### src/rtl/mmio_bus_controller.sv
// rtl/mmio_bus_controller.sv - registered MMIO decoder with req/ack handshake, read-data return, unmapped error and slave timeout
module mmio_bus_controller #(
    parameter int DATA_MEM_CAPACITY = 100,
    parameter int NUM_IO            = 4,
    parameter int VGA_DEPTH         = 2048,
    parameter int LOCAL_AW          = 11,
    parameter int TIMEOUT           = 15,
    localparam int NUM_SLOTS        = NUM_IO + 2,
    localparam int SEL_W            = $clog2(NUM_SLOTS + 1)
) (
    input  logic                      clk,
    input  logic                      resetn,
    input  logic                      cpu_req,
    input  logic                      cpu_we,
    input  logic [31:0]               cpu_addr,
    input  logic [31:0]               cpu_wdata,
    output logic                      cpu_ready,
    output logic [31:0]               cpu_rdata,
    output logic                      cpu_err,
    output logic [NUM_SLOTS-1:0]      dev_req,
    output logic                      dev_we,
    output logic [LOCAL_AW-1:0]       dev_addr,
    output logic [31:0]               dev_wdata,
    input  logic [NUM_SLOTS-1:0]      dev_ack,
    input  logic [32*NUM_SLOTS-1:0]   dev_rdata,
    output logic [SEL_W-1:0]          sel_idx
);

    typedef enum logic [1:0] {
        ST_IDLE   = 2'd0,
        ST_ACCESS = 2'd1,
        ST_RESP   = 2'd2
    } state_t;

    // Window boundaries as 32-bit unsigned values so decoding never wraps
    localparam logic [31:0] MEM_END  = 32'(DATA_MEM_CAPACITY);
    localparam logic [31:0] VGA_BASE = 32'(DATA_MEM_CAPACITY + NUM_IO);
    localparam logic [31:0] VGA_END  = 32'(DATA_MEM_CAPACITY + NUM_IO + VGA_DEPTH);

    localparam logic [SEL_W-1:0] SEL_UNMAPPED = SEL_W'(NUM_SLOTS);
    localparam logic [SEL_W-1:0] SEL_VGA      = SEL_W'(NUM_SLOTS - 1);

    // The counter runs 0..TIMEOUT-1 inside ACCESS, so ACCESS lasts at most TIMEOUT cycles
    localparam logic [7:0]  TIMEOUT_LAST = 8'(TIMEOUT - 1);
    localparam logic [31:0] TIMEOUT_DATA = 32'hDEAD_BEEF;

    state_t                 state_q;
    state_t                 state_d;
    logic [7:0]             cnt_q;

    logic                   dec_mapped;
    logic [SEL_W-1:0]       dec_sel;
    logic [LOCAL_AW-1:0]    dec_off;
    logic [NUM_SLOTS-1:0]   dec_onehot;

    logic                   ack_hit;
    logic [31:0]            ack_data;
    logic                   timed_out;

    // Address decode of the live CPU address into slot, local offset and one-hot request
    always_comb begin
        dec_mapped = 1'b0;
        dec_sel    = SEL_UNMAPPED;
        dec_off    = '0;
        dec_onehot = '0;
        if (cpu_addr < MEM_END) begin
            dec_mapped = 1'b1;
            dec_sel    = '0;
            dec_off    = cpu_addr[LOCAL_AW-1:0];
        end else if (cpu_addr < VGA_BASE) begin
            // Single-word I/O registers have no internal offset
            dec_mapped = 1'b1;
            dec_sel    = SEL_W'(cpu_addr - MEM_END) + SEL_W'(1);
        end else if (cpu_addr < VGA_END) begin
            dec_mapped = 1'b1;
            dec_sel    = SEL_VGA;
            dec_off    = LOCAL_AW'(cpu_addr - VGA_BASE);
        end
        for (int k = 0; k < NUM_SLOTS; k++) begin
            dec_onehot[k] = dec_mapped && (dec_sel == SEL_W'(k));
        end
    end

    // Ack and read data of the selected slave; dev_req is one-hot, so it masks out stray acks
    always_comb begin
        ack_hit  = |(dev_ack & dev_req);
        ack_data = '0;
        for (int k = 0; k < NUM_SLOTS; k++) begin
            if (dev_req[k]) begin
                ack_data = dev_rdata[32*k +: 32];
            end
        end
        timed_out = (cnt_q == TIMEOUT_LAST);
    end

    // Next-state logic; an ack in the last allowed cycle beats the timeout
    always_comb begin
        state_d = state_q;
        case (state_q)
            ST_IDLE: begin
                if (cpu_req) begin
                    state_d = dec_mapped ? ST_ACCESS : ST_RESP;
                end
            end
            ST_ACCESS: begin
                if (ack_hit || timed_out) begin
                    state_d = ST_RESP;
                end
            end
            ST_RESP: begin
                state_d = ST_IDLE;
            end
            default: begin
                state_d = ST_IDLE;
            end
        endcase
    end

    // State register
    always_ff @(posedge clk or negedge resetn) begin
        if (!resetn) begin
            state_q <= ST_IDLE;
        end else begin
            state_q <= state_d;
        end
    end

    // Slave-side request registers and timeout counter
    always_ff @(posedge clk or negedge resetn) begin
        if (!resetn) begin
            dev_req   <= '0;
            dev_we    <= 1'b0;
            dev_addr  <= '0;
            dev_wdata <= '0;
            sel_idx   <= '0;
            cnt_q     <= '0;
        end else begin
            case (state_q)
                ST_IDLE: begin
                    if (cpu_req) begin
                        dev_req   <= dec_onehot;
                        dev_we    <= cpu_we;
                        dev_addr  <= dec_off;
                        dev_wdata <= cpu_wdata;
                        sel_idx   <= dec_sel;
                        cnt_q     <= '0;
                    end
                end
                ST_ACCESS: begin
                    if (ack_hit || timed_out) begin
                        dev_req <= '0;
                    end else begin
                        cnt_q <= cnt_q + 8'd1;
                    end
                end
                default: begin
                end
            endcase
        end
    end

    // CPU response registers: loaded only on entry to RESP, so they pulse for exactly one cycle
    always_ff @(posedge clk or negedge resetn) begin
        if (!resetn) begin
            cpu_ready <= 1'b0;
            cpu_rdata <= '0;
            cpu_err   <= 1'b0;
        end else begin
            cpu_ready <= 1'b0;
            cpu_rdata <= '0;
            cpu_err   <= 1'b0;
            case (state_q)
                ST_IDLE: begin
                    if (cpu_req && !dec_mapped) begin
                        cpu_ready <= 1'b1;
                        cpu_err   <= 1'b1;
                    end
                end
                ST_ACCESS: begin
                    if (ack_hit) begin
                        cpu_ready <= 1'b1;
                        cpu_rdata <= dev_we ? 32'd0 : ack_data;
                    end else if (timed_out) begin
                        cpu_ready <= 1'b1;
                        cpu_rdata <= TIMEOUT_DATA;
                        cpu_err   <= 1'b1;
                    end
                end
                default: begin
                end
            endcase
        end
    end

endmodule

### config.mk
export PLATFORM = sky130hd
export DESIGN_NAME = mmio_bus_controller
export DESIGN_NICKNAME = d
export VERILOG_FILES = /design/src/rtl/mmio_bus_controller.sv
export SDC_FILE = /design/constraint.sdc
export NUM_CORES = 1
export LEC_CHECK = 0
export BUFFER_PORTS_ARGS = -buffer_cell sky130_fd_sc_hd__buf_2
export CAP_MARGIN = 5
export CORE_AREA = 2 2 137 139
export CTS_BUF_LIST = sky130_fd_sc_hd__clkbuf_8
export CTS_CLUSTER_SIZE = 10
export DETAILED_ROUTE_END_ITERATION = 16
export DIE_AREA = 0 0 139 141
export GPL_ROUTABILITY_DRIVEN = 0
export PLACE_DENSITY = 0.62
export SETUP_SLACK_MARGIN = 0.5
export SKIP_CTS_REPAIR_TIMING = 1
export SYNTH_ARGS = -nofsm -noshare
export SYNTH_HDL_FRONTEND = slang
export SYNTH_SLANG_ARGS = --single-unit
### constraint.sdc
create_clock -name clk -period 1.68 [get_ports clk]
set_input_delay 0.084 -clock clk [delete_from_list [all_inputs] [get_ports clk]]
set_output_delay 0.084 -clock clk [all_outputs]
set_load 0.005 [all_outputs]
==> run_results.csv <==
group,metric,value,unit
status,status,"finished, violations left",
status,violations,"negative hold slack, negative setup slack",
sta,tightest_slew,382.0,ps
clock_tree,htreeDepth,3,
synthesis,yosys_warnings,0,
floorplan,core_area,18270,um^2
global_route,overflow,0,
sta,clock_skew,11.50,ps
placement,placed_area,8074,um^2
global_route,antenna_found_initial,3,
global_route,grt.total_usage,22.20,%
floorplan,start_util,30.73,%
worst_setup_path,critical_path_required,2000,ps
power_and_ir_drop,p_int,3.803,mW
clock_tree,cts_tree,"yes",
sta,finalSetupViolations,38,
sta,finalSetupTns,-2662,ps
clock_tree,cts.reportedPaths.clkPinSlew,110,ps
placement,dp_hpwl,17420,um
floorplan,die_area,19600,um^2
sta,whs,-2.541,ps
global_route,grt_pass1_vias,6366,
routing,drt_iter0_markers,290,
clock_tree,clk_latency,380,ps
synthesis,synthCells,653,
routing,postRouteAntennaNets,0,
synthesis,syn_area_per_cell,8.596,um^2
hold_path,hold_path.class,"primary input to flop",
routing,routedWlPerCell,19.03,um
final_layout,ff_latch_area,2434,um^2
synthesis,synthFlopType,"dfrtp_1",
floorplan,fp-row-count,50,
synthesis,synthArstFlopShare,100.0,%
worst_setup_path,cp-start-kind,"flop",
sta,period_needed,1793,ps
floorplan,die_w,139,um
floorplan,io_pins,353,
worst_setup_path,worstSetupEndpointType,"flop",
routing,drt-total-wl,25450,um
power_and_ir_drop,p_comb_share,21.4,%
final_layout,fillers,1633,
routing,vias,6990,
floorplan,die_h,141,um
synthesis,yosysSeqAreaShare,43.25,%
clock_tree,clockRootBuffer,"clkbuf_8",
synthesis,synth_edf_count,0,
final_layout,drive_gt1_share,54.45,%
final_layout,multi_input_area,3662,um^2
power_and_ir_drop,switchingPower,1.597,mW
final_layout,finalNetCount,1365,
sta,rsz0062_at_grt,"true",
sta,worst_slack,-113.3,ps
power_and_ir_drop,clkPwrFrac,31.9,%
power_and_ir_drop,ir_worst_vdd,0.0004120,V
synthesis,yosysUniqueCellTypes,60,
clock_tree,cts.sink_count,97,
power_and_ir_drop,pwr_density_cell,540.2,nW/um^2
placement,port_buffers,352,
sta,hold_viol_final,1,
global_route,grt_max_degree,67,
sta,finalMaxSlewViolations,0,
synthesis,synth_area,5613,um^2
final_layout,syn2layout_area_growth,78.09,%
power_and_ir_drop,total_power,5.400,mW
routing,drc,0,
final_layout,postLayoutCellArea,9996,um^2
power_and_ir_drop,p_sw_share,29.58,%
power_and_ir_drop,seqPwrFrac,46.7,%
worst_setup_path,cp.arrival,2110,ps
worst_setup_path,crit_fanout,12,
sta,max_slew_margin,74.13,%
global_route,grt_pass1_wl,34300,um
clock_tree,clk_path_buf_depth,2,
routing,routed_via_density,5.228,
clock_tree,cts_buffers,9,
sta,max_clock_freq,557.6,MHz
sta,finalCritPeriodShare,106.7,%
routing,dr.pass1.iters,5,
worst_setup_path,critPathKind,"flop to flop",
synthesis,ys_ff_latch,97,
synthesis,syn-num-nets,923,
power_and_ir_drop,total_leakage_power,4.836,nW
job,max-cap-violations,0,
## routing by layer
layer	track usage (%)	share of wire (%)	vias up
met3	4.789	7.7	46
met1	28.03	39	3317
met5	0	0	-
li1	-	-	3271
met4	9.144	3.2	0
met2	37.10	50	356
## final cells by class
| type | instances | share of cell area, % |
|---|---|---|
| antenna | 3 | 0.07510 |
| clock buffer | 9 | 1.239 |
| clock inverter | 7 | 0.9012 |
| inverter | 8 | 0.3004 |
| multi-input combinational | 494 | 36.64 |
| sequential | 97 | 24.35 |
| tap | 234 | 2.929 |
| timing repair buffer | 485 | 33.57 |
## cell usage in the layout (no fill, tap or decap), drive strengths merged, types with 3 or more instances in the layout
master	synthesis	layout
or3	5	5
nand3	35	35
diode	0	3
or2	6	6
xor2	4	4
inv	7	13
ha	4	4
nor2b	34	34
o211ai	5	5
o31ai	27	27
nor3b	3	3
nand2b	26	26
clkbuf	46	15
a32oi	3	3
and3	5	5
dlygate4sd3	0	47
buf	8	432
nand4	7	7
nor3	21	21
a21oi	75	75
dfrtp	97	97
nor2	18	18
o21ai	16	16
a211oi	8	8
nand2	112	112
nor4	8	8
or4	4	4
a221oi	33	33
a22oi	3	3
o22ai	8	8
a22o	6	6
## path summary, 6_finish.rpt
| check | to | slack (ps) | start | cells past startpoint |
|---|---|---|---|---|
| setup / recovery | cpu_rdata[7]$_DFF_PN0_ | -110 | cnt_q[0]$_DFFE_PN0P_ | 7 |
| hold / removal | cpu_rdata[12]$_DFF_PN0_ | -3 | dev_rdata[172] | 3 |
| setup reg to reg | cpu_rdata[7]$_DFF_PN0_ | -110 | cnt_q[0]$_DFFE_PN0P_ | 7 |
| hold reg to reg | dev_wdata[14]$_DFFE_PN0P_ | 470 | dev_wdata[14]$_DFFE_PN0P_ | 2 |
| max in group asynchronous | dev_req[2]$_DFFE_PN0P_ | 1070 | resetn | 3 |
| min in group asynchronous | dev_wdata[8]$_DFFE_PN0P_ | 60 | resetn | 2 |
## registers in the layout (all words and copies together), names as in the netlist
register / flops
cnt_q: 8
cpu_err: 1
cpu_rdata: 32
cpu_ready: 1
dev_addr: 11
dev_req: 6
dev_wdata: 32
dev_we: 1
sel_idx: 3
state_q: 2
## through the flow
stage / cells / util [%] / setup WS (ps)
after floorplan: 653 / - / -97.08
after global placement: 1240 / 44.20 / -155.2
after detailed placement: 1240 / 44.20 / -200.0
after CTS: 1256 / 45.37 / -210.3
after global routing: 1337 / 54.72 / -185.2
final: 1337 / 54.72 / -113.3
## cells by family (layout without fill, tap and decap cells)
logic type	after synthesis	after routing	synth area share [%]
compound gates	195	196	23.27
xor+xnor	6	6	0.9362
fa+ha+maj	4	4	0.8917
buf+inv	63	509	4.904
flops	97	97	43.25
other cells	0	3	0
simple gates	288	288	26.75
## critical path, cell delays in order, from the launching register on
cell and delay [ps]:
dfrtp_1 400, inv_1 60, ha_1 140, nand4b_1 100
or4_4 450, a21o_4 260, clkbuf_16 180, a21oi_1 130
## cell usage after synthesis, drive strengths merged (5+ instances only)
| cell type | number | area, um^2 |
|---|---|---|
| a22o | 6 | 52.55 |
| or2 | 6 | 37.54 |
| inv | 7 | 26.28 |
| or3 | 5 | 31.28 |
| o21ai | 16 | 80.08 |
| clkbuf | 46 | 183.9 |
| o211ai | 5 | 42.54 |
| buf | 8 | 52.55 |
| dfrtp | 97 | 2427 |
| and3 | 5 | 31.28 |
| a21oi | 75 | 375.4 |
| nand3 | 35 | 175.2 |
| nand2b | 26 | 162.7 |
| nor2 | 18 | 67.56 |
| a211oi | 8 | 60.06 |
| o31ai | 27 | 202.7 |
| nor4 | 8 | 65.06 |
| nand2 | 112 | 422.9 |
| a221oi | 33 | 289.0 |
| nand4 | 7 | 58.81 |
| nor3 | 21 | 126.4 |
| o22ai | 8 | 50.05 |
| nor2b | 34 | 212.7 |
## power by group through the flow
stage,Clock [mW],Combinational (mW),Sequential [mW]
after floorplan,0,0.245,2.56
after global placement,0,0.853,2.56
after detailed placement,0,0.862,2.56
after CTS,1.79,0.863,2.52
after global routing,1.87,1.26,2.54
final,1.72,1.16,2.52
Note: power is estimated with default switching activity, not from simulation.
